**config.mk**
```make
export PLATFORM = sky130hd
export DESIGN_NAME = reg_general_16
export DESIGN_NICKNAME = d
export VERILOG_FILES = /design/src/rtl/reg_general_pkg.sv /design/src/rtl/reg_general_parity.sv /design/src/rtl/reg_general_16.sv
export SDC_FILE = /design/constraint.sdc
export NUM_CORES = 1
export LEC_CHECK = 0
export ABC_AREA = 1
export CAP_MARGIN = 20
export CORE_MARGIN = 4
export CORE_UTILIZATION = 39
export DETAILED_ROUTE_END_ITERATION = 8
export HOLD_SLACK_MARGIN = 0.02
export PLACE_DENSITY = 0.8
export SYNTH_ARGS = -nofsm -noshare
export SYNTH_HDL_FRONTEND = slang
export SYNTH_SLANG_ARGS = --single-unit
```
**constraint.sdc**
```tcl
create_clock -name clk -period 1.8 [get_ports clk]
set_clock_uncertainty 0.05 [all_clocks]
set_input_delay 0.45 -clock clk [delete_from_list [all_inputs] [get_ports clk]]
set_output_delay 0.45 -clock clk [all_outputs]
set_load 0.05 [all_outputs]
```
**src/rtl/reg_general_pkg.sv**
```systemverilog
// Shared register-file types and defaults.
// Imported by reg_general_16 and reg_general_parity.
package reg_general_pkg;
   localparam int REG_WIDTH_DEFAULT = 16;
   localparam logic [REG_WIDTH_DEFAULT-1:0] REG_RESET_DEFAULT = 16'h0000;
   typedef logic [REG_WIDTH_DEFAULT-1:0] reg_word_t;
endpackage

```
**src/rtl/reg_general_parity.sv**
```systemverilog
// Even-parity generator for incoming data and checker for stored data.
// Used by reg_general_16 only when REG_GENERAL_PARITY_EN is defined.
module reg_general_parity
   import reg_general_pkg::*;
#(
   parameter int WIDTH = REG_WIDTH_DEFAULT
) (
   input  logic [WIDTH-1:0] gen_data,
   input  logic [WIDTH-1:0] chk_data,
   input  logic             chk_par,
   output logic             gen_par,
   output logic             err
);
   assign gen_par = ^gen_data;
   assign err     = (^chk_data) ^ chk_par;
endmodule

```
**src/rtl/reg_general_16.sv**
```systemverilog
// General-purpose storage register with load enable and async active-low reset.
// Optional stored even parity and parity_err output under REG_GENERAL_PARITY_EN.
module reg_general_16
   import reg_general_pkg::*;
#(
   parameter int              WIDTH       = REG_WIDTH_DEFAULT,
   parameter logic [WIDTH-1:0] RESET_VALUE = {WIDTH{1'b0}}
) (
   input  logic             clk,
   input  logic             rst,
   input  logic             load,
   input  logic [WIDTH-1:0] d_in,
   output logic [WIDTH-1:0] d_out
`ifdef REG_GENERAL_PARITY_EN
   ,
   output logic             parity_err
`endif
);

`ifdef REG_GENERAL_PARITY_EN
   localparam logic RESET_PAR = ^RESET_VALUE;

   logic par_q;
   logic par_d;

   reg_general_parity #(
      .WIDTH    (WIDTH)
   ) u_parity (
      .gen_data (d_in),
      .chk_data (d_out),
      .chk_par  (par_q),
      .gen_par  (par_d),
      .err      (parity_err)
   );
`endif

   // Storage: reset wins, otherwise capture on load, otherwise hold.
   always_ff @(posedge clk or negedge rst) begin
      if (!rst) begin
         d_out <= RESET_VALUE;
`ifdef REG_GENERAL_PARITY_EN
         par_q <= RESET_PAR;
`endif
      end else if (load) begin
         d_out <= d_in;
`ifdef REG_GENERAL_PARITY_EN
         par_q <= par_d;
`endif
      end
   end

endmodule

```
# Word level (Yosys, flattened, before mapping)
# Index checks and enable logic that the tools add are counted.
# word_totals
register_bits,16
input_bits,19
wordCells,1

# Longest topological paths before layout
# Gate-level depths: netlist of run 1.
# logic_depth
ltp_word,0
mapped_depth,5
depth_no_buf,3

# Least setup slack after synthesis of run 1
# Ideal clock, no wire load.
# synth_timing
kind,reg-to-output
startpoint,reg d_out[11]
endpoint,out d_out[11]
arrival_ps,613
setup_slack_ps,687
path_stages_with_launch,1
path_buffers,0
cell_sequence,dfrtp_1
# synth_rtl
item,line,source
"start, declared",reg_general_16.sv:13,output logic [WIDTH-1:0] d_out
"start signal, assigned",reg_general_16.sv:45,d_out <= d_in;
# No word-level cell between the ends.

# Worst setup path after layout of run 1
# layout_timing
startpoint,reg d_out[6]
endpoint,out d_out[6]
# No word-level cell between the ends.

==> flow_metrics.py, run 1 <==
metrics = {
    "setup_path": {
        "cp.depth": 1,
        "cp_slowest_cell": "dfrtp_1",
        "cp.required_ps": 1300,
        "critPathMaxFanout": 2,
        "critical_path_class": "flop to primary output",
        "cp_slowest_stage_delay_ps": 400,
        "startpoint_type": "flop",
        "critPathCaptureType": "primary output",
        "reg2reg_depth": 2,
        "path_cells": "buf_4",
        "crit_arrival_ps": 880,
        "path_delay_family": "flip-flops",
        "cp.buffers_inverters": 1,
    },
    "sta": {
        "hold_viol": 0,
        "maxSlewViolCount": 0,
        "setup_viol": 0,
        "fmax_ghz": 0.726,
        "worstMarginPinSlew_ps": 280,
        "maxSlewHeadroom_pct": 81.3,
        "post-route-period-util_pct": 76.5,
        "post-route-min-period_ps": 1380,
        "grt_setup_unrepaired": "no",
        "finalSetupTns_ps": 0,
    },
    "cts": {
        "cts_tree": "yes",
        "cts-htree-levels": 1,
        "post_cts_resized": 0,
        "clkLatencyLatePin_ps": 280,
        "cts-hold-fix-buffers": 0,
        "numClockSinks": 16,
        "cts_root_buf": "clkbuf_4",
        "cts_setup_buffers": 0,
        "clockBufferDepth": 2,
        "cts_buffers": 3,
        "path_clk_slew_ps": 80,
    },
    "layout": {
        "antennaDiodeCount": 0,
        "multiInputGateArea_um2": 193,
        "fin_nets": 125,
        "finalInstanceArea_um2": 960,
        "fin_cells": 120,
        "regArea_um2": 400,
        "area_growth_pct": 48.9,
        "utilization_pct": 62.3,
        "top_register": "d_out",
        "layout-drive-gt1-share_pct": 26.0,
        "largest_registers": "d_out: 16 flops",
        "fill_cells": 143,
        "largest_register_ffs": 16,
    },
    "die": {
        "rows": 14,
        "design.portCount": 35,
        "die_w_um": 48.6,
        "die_h_um": 48.6,
        "die_area_um2": 2370,
        "core_area_um2": 1540,
        "start_util_pct": 41.8,
    },
    "detailed_routing": {
        "dr.pass1.iters": 3,
        "vias_per_cell": 4.63,
        "wl_per_cell_um": 11.7,
        "drtAntennaViolNets": 0,
        "drc_errors": 0,
        "dr.first_iter.drc_count": 2,
        "drt-total-wl_um": 1410,
        "num_vias": 556,
    },
    "grt": {
        "grt_pass1_wl_um": 2490,
        "grt_overflow_total": 0,
        "grt_max_degree": 17,
        "grt_usage_pct": 13.9,
        "grt_pass1_vias": 579,
        "antenna_found_initial": 0,
    },
    "logic_synthesis": {
        "synthCells": 68,
        "synthDistinctLibCells": 6,
        "yosys-top-cells-area": "dfrtp_1 (62%), nand2_1 (25%), nand2_2 (4.9%)",
        "ys_ff_latch": 16,
        "ys.flop_type": "dfrtp_1",
        "ys_warn_count": 0,
        "syn-mean-instance-area_um2": 9.48,
        "syn_nets": 87,
        "synth.top_cell.area_share_pct": 62.1,
        "synthArstFlopShare_pct": 100,
        "syn_area_um2": 644,
        "yosysSeqAreaShare_pct": 62.1,
        "synthTopCellsByCount": "nand2_1 (43), dfrtp_1 (16), nand2_2 (5), buf_6 (2)",
        "yosys.area.top_type": "dfrtp_1",
        "synth_edf_count": 0,
        "synth.most_common_cell": "nand2_1",
    },
    "placement": {
        "dp_hpwl_um": 1080,
        "dp.cells": 117,
        "postPlaceCellArea_um2": 937,
        "gp_congestion": 0.747,
        "io_buffers": 34,
    },
    "power": {
        "powerDensity_nw_per_um2": 892,
        "peakVddDrop_uv": 460,
        "p_leak_nw": 0.513,
    },
    "run_status": {
        "status": "complete, no violations",
    },
    "job": {
        "max_cap_violations": 0,
    },
    "worst_hold_path": {
        "hold_class": "input port to asynchronous set/reset pin",
    },
}
## kinds of logic after synthesis
family	count (synthesis)	share of synthesized area (%)
buf+inv	4	7.96
flops	16	62.1
simple gates	48	29.9
## per-stage QoR
step	setup WS [ps]	hold WS [ps]	total power, mW
2_1_floorplan	687	104	0.578
3_3_place_gp	240	404	0.680
3_5_place_dp	211	413	0.683
4_1_cts	414	429	0.866
5_1_grt	376	424	0.905
6_report	423	423	0.856
## power by group
part | switching, mW | total [mW] | leakage, nW | internal (mW)
clock | 0.106 | 0.183 | 0.0138 | 0.0778
sequential | 0.0188 | 0.410 | 0.195 | 0.391
combinational | 0.169 | 0.263 | 0.305 | 0.0936
## layout make-up
type	count	share of cell area [%]
Clock buffer	3	2.35
Inverter	1	0.913
Multi-Input combinational cell	48	20.1
Sequential cell	16	41.7
Tap cell	16	2.09
Timing Repair Buffer	36	32.9
## cells in the final DEF (no fill, tap or decap), drive strengths merged
master and n:
nand2 48, dfrtp 16, inv 1, buf 18, clkbuf 3, clkdlybuf4s50 18
## path summary, 6_finish.rpt
| check | startpoint | end | slack (ps) |
|---|---|---|---|
| worst max-delay path | d_out[6] | d_out[6] | 420 |
| worst min-delay path | rst | d_out[6] | 420 |
| worst max register to register | d_out[5] | d_out[5] | 1140 |
| worst min register to register | d_out[1] | d_out[1] | 430 |
| max in group asynchronous | rst | d_out[7] | 1100 |
| min in group clk | d_out[1] | d_out[1] | 430 |
## layer usage
layer | routed length [um] | part of all wire, % | GRT usage [%]
met1 | 530 | 38 | 13.9
met2 | 751 | 53 | 23.7
met3 | 79 | 5.6 | 3.68
met4 | 44 | 3.1 | 11.2
met5 | 0 | 0 | 0
(Power assumes the default switching activity.)
==> inputs of run 2 (changes only) <==
- CORE_UTILIZATION: 39 -> 33
- PLACE_DENSITY: 0.8 -> 0.73
- clock period: 1.8 -> 1.2 ns (I/O delays scaled with it)
==> run 2 against run 1 <==
Against the previous run:
- the flow now finishes with violations (setup timing)
- non-clock buffer count rose by 11
- utilization rose by 8.1 points
- largest power group unchanged
- global-route usage up 0.18 points
==> flow_metrics.py, run 2 (synthesis gave the netlist of run 1 again) <==
metrics = {
    "grt": {
        "grt_pass1_wl_um": 2690,
        "grt_usage_pct": 14.1,
        "grt_max_degree": 17,
        "antenna_found_initial": 0,
        "grt_pass1_vias": 608,
        "grt_overflow_total": 0,
    },
    "sta": {
        "post-route-period-util_pct": 101,
        "grt_setup_unrepaired": "yes",
        "fin_ws_ps": -12.9,
        "fmax_ghz": 0.824,
        "hold_viol": 0,
        "post-route-min-period_ps": 1210,
        "setup_viol": 14,
        "maxSlewViolCount": 0,
        "maxSlewHeadroom_pct": 85.2,
        "worstMarginPinSlew_ps": 221,
    },
    "detailed_routing": {
        "num_vias": 603,
        "wl_per_cell_um": 12.6,
        "vias_per_cell": 4.31,
        "dr.pass1.iters": 4,
        "drc_errors": 0,
        "dr_wl_met3_um": 125,
        "top_layer_used": "met4",
        "drt-total-wl_um": 1760,
        "wl_met2_um": 909,
        "dr.first_iter.drc_count": 8,
        "drtAntennaViolNets": 0,
        "wl_met1_um": 683,
    },
    "setup_path": {
        "cp_slowest_stage_delay_ps": 420,
        "critical_path_class": "flop to primary output",
        "crit_arrival_ps": 860,
        "critPathMaxFanout": 2,
        "cp.required_ps": 850,
        "critPathCaptureType": "primary output",
        "path_cells": "buf_12",
        "cp.buffers_inverters": 1,
        "startpoint_type": "flop",
        "cp_slowest_cell": "dfrtp_1",
        "path_delay_family": "flip-flops",
    },
    "layout": {
        "final_cell_mix": "nand2_1 (43), clkdlybuf4s50_1 (18), dfrtp_1 (16), buf_12 (16), buf_4 (13)",
        "largest_register_ffs": 16,
        "area_growth_pct": 94.6,
        "fill_cells": 132,
        "multiInputGateArea_um2": 193,
        "layout-drive-gt1-share_pct": 33.0,
        "top_register": "d_out",
        "final_common_cell": "nand2_1",
        "largest_registers": "d_out: 16 flops",
        "fin_nets": 136,
        "antennaDiodeCount": 0,
        "finalInstanceArea_um2": 1250,
        "regArea_um2": 400,
    },
    "cts": {
        "path_clk_slew_ps": 90,
        "numClockSinks": 16,
        "clkLatencyLatePin_ps": 280,
        "cts_tree": "yes",
        "cts-htree-levels": 1,
        "clockBufferDepth": 2,
        "cts-hold-fix-buffers": 0,
        "post_cts_resized": 0,
        "cts_root_buf": "clkbuf_4",
        "cts_buffers": 3,
    },
    "placement": {
        "dp_hpwl_um": 1260,
        "io_buffers": 34,
        "postPlaceCellArea_um2": 1160,
        "dp_slack_ps": -130,
        "gp_congestion": 0.651,
    },
    "die": {
        "die_area_um2": 2720,
        "die_w_um": 52.2,
        "rows": 15,
        "core_area_um2": 1780,
        "die_h_um": 52.2,
        "design.portCount": 35,
        "start_util_pct": 36.1,
    },
    "power": {
        "peakVddDrop_uv": 613,
        "powerDensity_nw_per_um2": 1180,
        "p_leak_nw": 0.635,
    },
    "worst_hold_path": {
        "hold_class": "input port to asynchronous set/reset pin",
    },
    "run_status": {
        "violations": "setup timing",
        "status": "complete, but fails checks",
    },
    "job": {
        "max_cap_violations": 0,
    },
}
[run 2: cell types whose count changed in the layout (fill, tap and decap cells not counted)]
cell,delta
buf_12,+16
buf_4,-5
[run 2: worst register-to-register path, delay by kind of cell (launching register included)]
kind                   cells  cell delay [ps]
flip-flops                 1              420
AND/OR/NAND/NOR            2               90
buffers and inverters      2              270
[run 2: power by group]
group          total, mW  internal, mW  switching (mW)
Sequential         0.638         0.587          0.0513
Combinational      0.568         0.296           0.272
Clock              0.274         0.116           0.158
Total               1.48         0.999           0.480
[run 2: worst paths after layout]
check | cells past startpoint | startpoint | endpoint | slack [ps]
worst max-delay path | 1 | d_out[14] | d_out[14] | -10
worst min-delay path | 2 | rst | d_out[12] | 300
worst max register to register | 4 | d_out[4] | d_out[4] | 270
worst min register to register | 2 | d_out[13] | d_out[13] | 490
max in group asynchronous | 2 | rst | d_out[0] | 620
min in group clk | 2 | d_out[13] | d_out[13] | 490
[run 2: final cells by class]
| class | count | area share, % |
|---|---|---|
| clock buffer | 3 | 1.80 |
| inverter | 1 | 0.699 |
| multi-input combinational | 48 | 15.4 |
| sequential | 16 | 31.9 |
| tap | 25 | 2.50 |
| timing repair buffer | 47 | 47.7 |
[run 2: per-stage QoR]
stage | TNS, ps | utilization (%) | std cells | hold WS [ps] | total power [mW]
2_1_floorplan | 0 | - | 68 | -45.6 | 0.867
3_3_place_gp | -1430 | 64.8 | 127 | 467 | 1.17
3_5_place_dp | -1770 | 64.8 | 127 | 472 | 1.18
4_1_cts | -249 | 68.6 | 136 | 296 | 1.48
5_1_grt | -591 | 70.3 | 140 | 317 | 1.54
6_report | -103 | 70.3 | 140 | 300 | 1.48
[run 2: layer usage]
| metal | track usage [%] | vias to the layer above |
|---|---|---|
| met5 | 0 | - |
| met4 | 11.5 | 0 |
| met3 | 2.85 | 4 |
| met2 | 22.8 | 24 |
| met1 | 15.8 | 279 |
| li1 | - | 296 |
[run 2: what timing repair did]
action / CTS / global route
hold endpoints to repair: 0 / 0
gates cloned: 0 / 0
endpoints found under the setup margin: 16 / 16
buffers inserted: 6 / 4
